`config.mk`:
```
export PLATFORM = sky130hd
export DESIGN_NAME = alu181_nibble_seq
export DESIGN_NICKNAME = d
export VERILOG_FILES = /design/src/rtl/alu181_nibble_seq.sv
export SDC_FILE = /design/constraint.sdc
export NUM_CORES = 1
export LEC_CHECK = 0
export BUFFER_PORTS_ARGS = -buffer_cell sky130_fd_sc_hd__buf_2
export CORE_ASPECT_RATIO = 1.4
export CORE_MARGIN = 3
export CORE_UTILIZATION = 41
export DETAILED_ROUTE_END_ITERATION = 10
export GPL_TIMING_DRIVEN = 1
export PLACE_DENSITY_LB_ADDON = 0.2
export SKIP_CTS_REPAIR_TIMING = 1
export SLEW_MARGIN = 10
export SYNTH_ARGS = -nofsm -noshare
export SYNTH_HDL_FRONTEND = slang
export SYNTH_SLANG_ARGS = --single-unit
```
`constraint.sdc`:
```
create_clock -name clk -period 5.55 [get_ports clk]
set_clock_uncertainty 0.2 [all_clocks]
set_input_delay 0.8325 -clock clk [delete_from_list [all_inputs] [get_ports clk]]
set_output_delay 0.8325 -clock clk [all_outputs]
set_load 0.05 [all_outputs]
```
`src/rtl/alu181_nibble_seq.sv`:
```
// alu181_nibble_seq: runs one W-bit operation through an external 4-bit
// 74181-style ALU slice, one nibble per clock, LSB nibble first, chaining
// the slice carry-out into the next slice carry-in.
// Build option: define ALU181_SEQ_ZERO_FLAG_EN to add the res_zero output.
module alu181_nibble_seq #(
    parameter int NIBBLES = 4
) (
    input  logic                 clk,
    input  logic                 rst_n,
    input  logic                 cmd_valid,
    output logic                 cmd_ready,
    input  logic [4*NIBBLES-1:0] cmd_a,
    input  logic [4*NIBBLES-1:0] cmd_b,
    input  logic [3:0]           cmd_s,
    input  logic                 cmd_m,
    input  logic                 cmd_cn,
    output logic [3:0]           alu_a,
    output logic [3:0]           alu_b,
    output logic [3:0]           alu_s,
    output logic                 alu_m,
    output logic                 alu_cn,
    input  logic [3:0]           alu_f,
    input  logic                 alu_cn4,
    output logic                 res_valid,
    input  logic                 res_ready,
    output logic [4*NIBBLES-1:0] res_f,
`ifdef ALU181_SEQ_ZERO_FLAG_EN
    output logic                 res_zero,
`endif
    output logic                 res_carry
);

    localparam int W  = 4 * NIBBLES;
    localparam int KW = (NIBBLES > 1) ? $clog2(NIBBLES) : 1;
    localparam logic [KW-1:0] K_LAST = KW'(NIBBLES - 1);

    typedef enum logic [1:0] {IDLE, RUN, DONE} state_t;

    state_t          state_q, state_d;
    logic [KW-1:0]   k_q, k_d;
    logic [W-1:0]    a_q, a_d, b_q, b_d;
    logic [3:0]      s_q, s_d;
    logic            m_q, m_d, cn_q, cn_d;
    logic            carry_q, carry_d;
    logic [W-1:0]    res_f_q, res_f_d;
    logic            res_carry_q, res_carry_d;
    logic            res_valid_q, res_valid_d;
`ifdef ALU181_SEQ_ZERO_FLAG_EN
    logic            zero_q, zero_d;
`endif

    // Next-state, operand latching and per-slice result assembly.
    always_comb begin
        // NOTE: every _d gets its hold value first, so no path leaves a
        // combinational output unassigned and no latch is inferred.
        state_d     = state_q;
        k_d         = k_q;
        a_d         = a_q;
        b_d         = b_q;
        s_d         = s_q;
        m_d         = m_q;
        cn_d        = cn_q;
        carry_d     = carry_q;
        res_f_d     = res_f_q;
        res_carry_d = res_carry_q;
        res_valid_d = res_valid_q;
`ifdef ALU181_SEQ_ZERO_FLAG_EN
        zero_d      = zero_q;
`endif
        case (state_q)
            IDLE: begin
                if (cmd_valid) begin
                    a_d     = cmd_a;
                    b_d     = cmd_b;
                    s_d     = cmd_s;
                    m_d     = cmd_m;
                    cn_d    = cmd_cn;
                    k_d     = '0;
                    state_d = RUN;
                end
            end
            RUN: begin
                res_f_d[{k_q, 2'b00} +: 4] = alu_f;
                carry_d = alu_cn4;
                if (k_q == K_LAST) begin
                    res_carry_d = alu_cn4;
                    k_d         = '0;
                    state_d     = DONE;
                end else begin
                    k_d = k_q + 1'b1;
                end
            end
            DONE: begin
                // First DONE cycle registers the flags; the result is then
                // held until the consumer takes it.
                if (!res_valid_q) begin
                    res_valid_d = 1'b1;
`ifdef ALU181_SEQ_ZERO_FLAG_EN
                    zero_d      = (res_f_q == '0);
`endif
                end else if (res_ready) begin
                    res_valid_d = 1'b0;
`ifdef ALU181_SEQ_ZERO_FLAG_EN
                    zero_d      = 1'b0;
`endif
                    state_d     = IDLE;
                end
            end
            default: state_d = IDLE;
        endcase
    end

    // State and datapath registers; async reset aborts any operation.
    always_ff @(posedge clk or negedge rst_n) begin
        if (!rst_n) begin
            state_q     <= IDLE;
            k_q         <= '0;
            a_q         <= '0;
            b_q         <= '0;
            s_q         <= '0;
            m_q         <= 1'b0;
            cn_q        <= 1'b0;
            carry_q     <= 1'b0;
            res_f_q     <= '0;
            res_carry_q <= 1'b0;
            res_valid_q <= 1'b0;
`ifdef ALU181_SEQ_ZERO_FLAG_EN
            zero_q      <= 1'b0;
`endif
        end else begin
            // NOTE: non-blocking so every register samples pre-edge values.
            state_q     <= state_d;
            k_q         <= k_d;
            a_q         <= a_d;
            b_q         <= b_d;
            s_q         <= s_d;
            m_q         <= m_d;
            cn_q        <= cn_d;
            carry_q     <= carry_d;
            res_f_q     <= res_f_d;
            res_carry_q <= res_carry_d;
            res_valid_q <= res_valid_d;
`ifdef ALU181_SEQ_ZERO_FLAG_EN
            zero_q      <= zero_d;
`endif
        end
    end

    // Slice drive: active only in RUN, carry-in chained from the previous slice.
    always_comb begin
        alu_a  = 4'h0;
        alu_b  = 4'h0;
        alu_s  = 4'h0;
        alu_m  = 1'b0;
        alu_cn = 1'b0;
        if (state_q == RUN) begin
            alu_a  = a_q[{k_q, 2'b00} +: 4];
            alu_b  = b_q[{k_q, 2'b00} +: 4];
            alu_s  = s_q;
            alu_m  = m_q;
            alu_cn = (k_q == '0) ? cn_q : carry_q;
        end
    end

    assign cmd_ready = (state_q == IDLE);
    assign res_valid = res_valid_q;
    assign res_f     = res_f_q;
    assign res_carry = res_carry_q;
`ifdef ALU181_SEQ_ZERO_FLAG_EN
    assign res_zero  = zero_q;
`endif

endmodule

```
# --- Word level (Yosys, flattened, before mapping) ---
# Cells that the tools add are included.
totals:
  reg_bits: 61
  elab_cells: 48
op_classes:
  n_addsub: 2
  eq_ne: 7
  n_shift: 4
  n_mux: 17
  reduce_logical: 7
ops:
  columns: ["cell", "n"]
  rows:
  - ["$shiftx 16x5->4", 2]
  - ["$bwmux 16", 1]
  - ["$shift 4x6->16 const A", 1]
  - ["$shiftx 4x6->16", 1]
  - ["$mux 2", 6]
  - ["$mux 4", 3]
  - ["$ne 2x2->1 const B", 4]
  - ["$neg 4->6", 1]
  - ["$pmux 2 s3", 1]
  - ["$reduce_and 2->1", 3]
  - ["$mux 1", 5]
  - ["$eq 2x2->1 const B", 2]
  - ["$logic_not 2->1", 2]
  - ["$pmux 2 s2", 1]
  - ["$reduce_and 4->1", 1]
  - ["$add 2x1->2 const B", 1]
  - ["$eq 2x1->1 const B", 1]
  - ["$reduce_bool 2->1", 1]

# --- Longest topological paths before layout ---
depth:
  ltp_word: 3
  ltp_mapped: 7
  mapped_depth_nobuf: 4

# --- Least setup slack after synthesis ---
# OpenSTA, ideal clock, no wires.
synth_path:
  path_kind: "register -> output"
  start: "register k_q[1]"
  end: "output alu_cn"
  arrival_ps: 1913
  required_time_ps: 4518
  setup_slack_ps: 2605
  stages_incl_launch_ff: 7
  n_path_buf: 2
  path_cell_list: "dfrtp_1 -> buf_2 -> buf_4 -> inv_1 -> ha_1 -> mux2i_1 -> nor2_1"
synth_between:
  elab_chain_cells: 3
synth_rtl:
  columns: ["item", "line_no", "source"]
  rows:
  - ["from (decl)", "40", "logic [KW-1:0] k_q, k_d;"]
  - ["from (signal assigned)", "133", "k_q <= k_d;"]
  - ["$logic_not 2->1", "161", "alu_cn = (k_q == '0) ? cn_q : carry_q;"]
  - ["$mux 1", "161", null]
  - ["$mux 1", "156", "if (state_q == RUN) begin"]
  - ["to (decl)", "21", "output logic alu_cn,"]
# No other way between the ends.

# --- Final worst setup path ---
# Same ends and word-level chain as after synthesis.

==> out/results.md <==
• count of cells along the worst register-to-register path: 4
• clock tree sinks: 61
• Global Route Usage Sum: 15.6%
• total of flip-flops plus latches after synthesis: 61
• Post-route DRC: 0
• synthesis-to-layout area growth: 21.8%
• vias in the first global route: 2040
• area of the core: 6660 sq um
• drt wl/cell: 15.2 um
• post-synthesis net count: 264
• clock tree from TritonCTS: built
• Cells after DPL: 371
• Crit Reg-Reg Startpoint: k_q[1]
• Worst Max-Slew Pin Slew: 0.980 ns
• Max-Cap Viols: 0
• setup TNS: 0 ns
• most instantiated flip-flop cell in the synthesis netlist: sky130_fd_sc_hd__dfrtp_1
• path category of the worst min-delay check: reg2reg
• data arrival at the endpoint of the critical path: 2.41 ns
• launch point of the critical path: k_q[1]
• net count reported at finish: 342
• setup slack after layout: 2.10 ns
• Initial DRC Count: 74
• commonest cells in the netlist: sky130_fd_sc_hd__dfrtp_1, sky130_fd_sc_hd__mux2_2, sky130_fd_sc_hd__mux2i_1, sky130_fd_sc_hd__o22ai_1, sky130_fd_sc_hd__inv_1
• number of vias in the routed layout: 1967
• category of the worst setup path launch point: register
• dominant cells by area after synthesis: sky130_fd_sc_hd__dfrtp_1, sky130_fd_sc_hd__mux2_2, sky130_fd_sc_hd__mux2i_1
• most frequently used cell type in the post-synthesis netlist: sky130_fd_sc_hd__dfrtp_1
• crit-path max FO: 19
• crit path to: alu_cn
• clock latency on the worst-skew pair: 0.34 ns
• # diodes: 0
• FMAX: 0.290 GHz
• total of endpoints with negative setup slack in the final report: 0
• routability congestion estimate: 0.761
• total grt overflow: 0
• Die Area: 7980 sq um
• wire length of the first global-routing pass: 9740 um
• number of synthesized flops with an enable pin: 0
• drt total wl: 5860 um
• Die X-Extent: 76.4 um
• initial antenna violation count: 0
• CP required: 4.52 ns
• RSZ-0062 raised after global routing: false
• part of the Yosys area used for sequential elements: 53.7%
• Final Max Slew Viols: 0
• Netlist Area Pre-Place: 2840 sq um
• Cell variety after synth: 34
• buffer levels on the longest clock path: 2
• share of the synthesized area in the top cell type: 53.7%
• tightest slew margin relative to the limit: 34.7%
• yosys synthesis warning count: 0
• count of nets left with antenna violations after detail routing: 0
• effective utilization at floorplan: 42.7%
• worst reg2reg endpoint: res_f[8]
• nature of the critical path endpoint: output port
• height of the die: 105 um
• via/cell ratio: 5.08
• asr flop ratio synth: 100%
• number of standard cells after synthesis: 212
• post-route minimum period: 3.45 ns
• ratio of cells with drive above 1 in the final layout: 44.4%
• number of filler instances in the final layout: 648
• number of detailed-route iterations in the first pass: 4
• Inserted Clock Buffers: 9
• worst setup slack for register-to-register paths: 2.88 ns
• HPWL after detailed placement: 4150 um
• pin count of the biggest net entering global routing: 62
• top cell type by total area after synthesis: sky130_fd_sc_hd__dfrtp_1
• worst setup timing slack at the placement stage: 2.44 ns
• number of placed I/O pins: 80
• worst hold path startpoint: s_q[2]
• clock edge transition at the registers on the reported setup and hold paths: 0.07 ns
• portion of the clock cycle consumed by the worst path in the final layout: 62.1%
• row count: 35
• run status: completed
• library cell used as clock root buffer: sky130_fd_sc_hd__clkbuf_8
• depth of the CTS H-tree: 3
• synthesized area per cell: 13.4 sq um
• Finished Layout Cells: 387
• port bufs: 79
• critical path class: reg2out
• Final Hold Fails: 0
[state kept, by name, summed over array words and instances, names as in the netlist, 2 cells and up]
signal	cells
res_f	16
b_q	16
s_q	4
a_q	16
k_q	2
state_q	2
[critical path, cell delays in order, from the launching register on]
cell,delay (ns)
sky130_fd_sc_hd__dfrtp_1,0.99
sky130_fd_sc_hd__inv_1,0.23
sky130_fd_sc_hd__ha_1,0.35
sky130_fd_sc_hd__mux2i_1,0.15
sky130_fd_sc_hd__nor2_1,0.08
sky130_fd_sc_hd__buf_2,0.27
[cell usage in the layout, fill, tap and decap left out, types with 3 or more instances in the layout]
cell type	instances
sky130_fd_sc_hd__a22o_1	3
sky130_fd_sc_hd__a32o_1	7
sky130_fd_sc_hd__and2_1	5
sky130_fd_sc_hd__and3b_1	3
sky130_fd_sc_hd__buf_2	79
sky130_fd_sc_hd__clkbuf_8	10
sky130_fd_sc_hd__dfrtp_1	61
sky130_fd_sc_hd__ha_1	5
sky130_fd_sc_hd__inv_1	10
sky130_fd_sc_hd__mux2_1	6
sky130_fd_sc_hd__mux2_2	34
sky130_fd_sc_hd__mux2i_1	17
sky130_fd_sc_hd__nand2_1	4
sky130_fd_sc_hd__nand3b_1	4
sky130_fd_sc_hd__nand4b_1	3
sky130_fd_sc_hd__o22ai_1	12
sky130_fd_sc_hd__o32ai_1	4
[layer usage]
| metal | wire length (um) | vias up | track usage (%) |
|---|---|---|---|
| met2 | 2920 | 62 | 25.7 |
| met4 | 199 | 0 | 9.33 |
| li1 | - | 936 | - |
| met3 | 385 | 17 | 5.29 |
| met5 | 0 | - | 0 |
| met1 | 2360 | 952 | 17.2 |
[worst min path at each step]
stage | cells after the start | end | slack, ns
final | 1 | s_q[2] | 0.28
after global routing | 1 | b_q[11] | 0.31
after CTS | 1 | s_q[2] | 0.29
after detailed placement | 1 | s_q[2] | 0.27
after global placement | 1 | s_q[2] | 0.27
after floorplan | 1 | s_q[1] | 0.25
[kinds of logic after synthesis]
group / share of synthesized area [%]
compound gates: 8.23
fa+ha+maj: 2.20
buf+inv: 4.84
flops: 53.7
mux: 21.8
simple gates: 9.16
[stage by stage]
stage	hold WS, ns	utilization (%)	instance area (sq um)
after floorplan	0.249	-	2840
after global placement	0.268	49.1	3270
after detailed placement	0.274	49.1	3270
after CTS	0.289	52.0	3460
after global routing	0.315	52.0	3460
final	0.283	52.0	3460
[area by class of cell]
type                            instances  area, sq um  share of cell area (%)
Multi-Input combinational cell        127         1180                    34.0
Tap cell                               92          115                    3.33
Timing Repair Buffer                   81          410                    11.9
Clock inverter                          4         47.5                    1.37
Sequential cell                        61         1530                    44.1
Clock buffer                           12          145                    4.20
Inverter                               10         37.5                    1.08
Power is not shown: default switching activity piles up to over one toggle a cycle in this logic, so the estimate is an artifact.
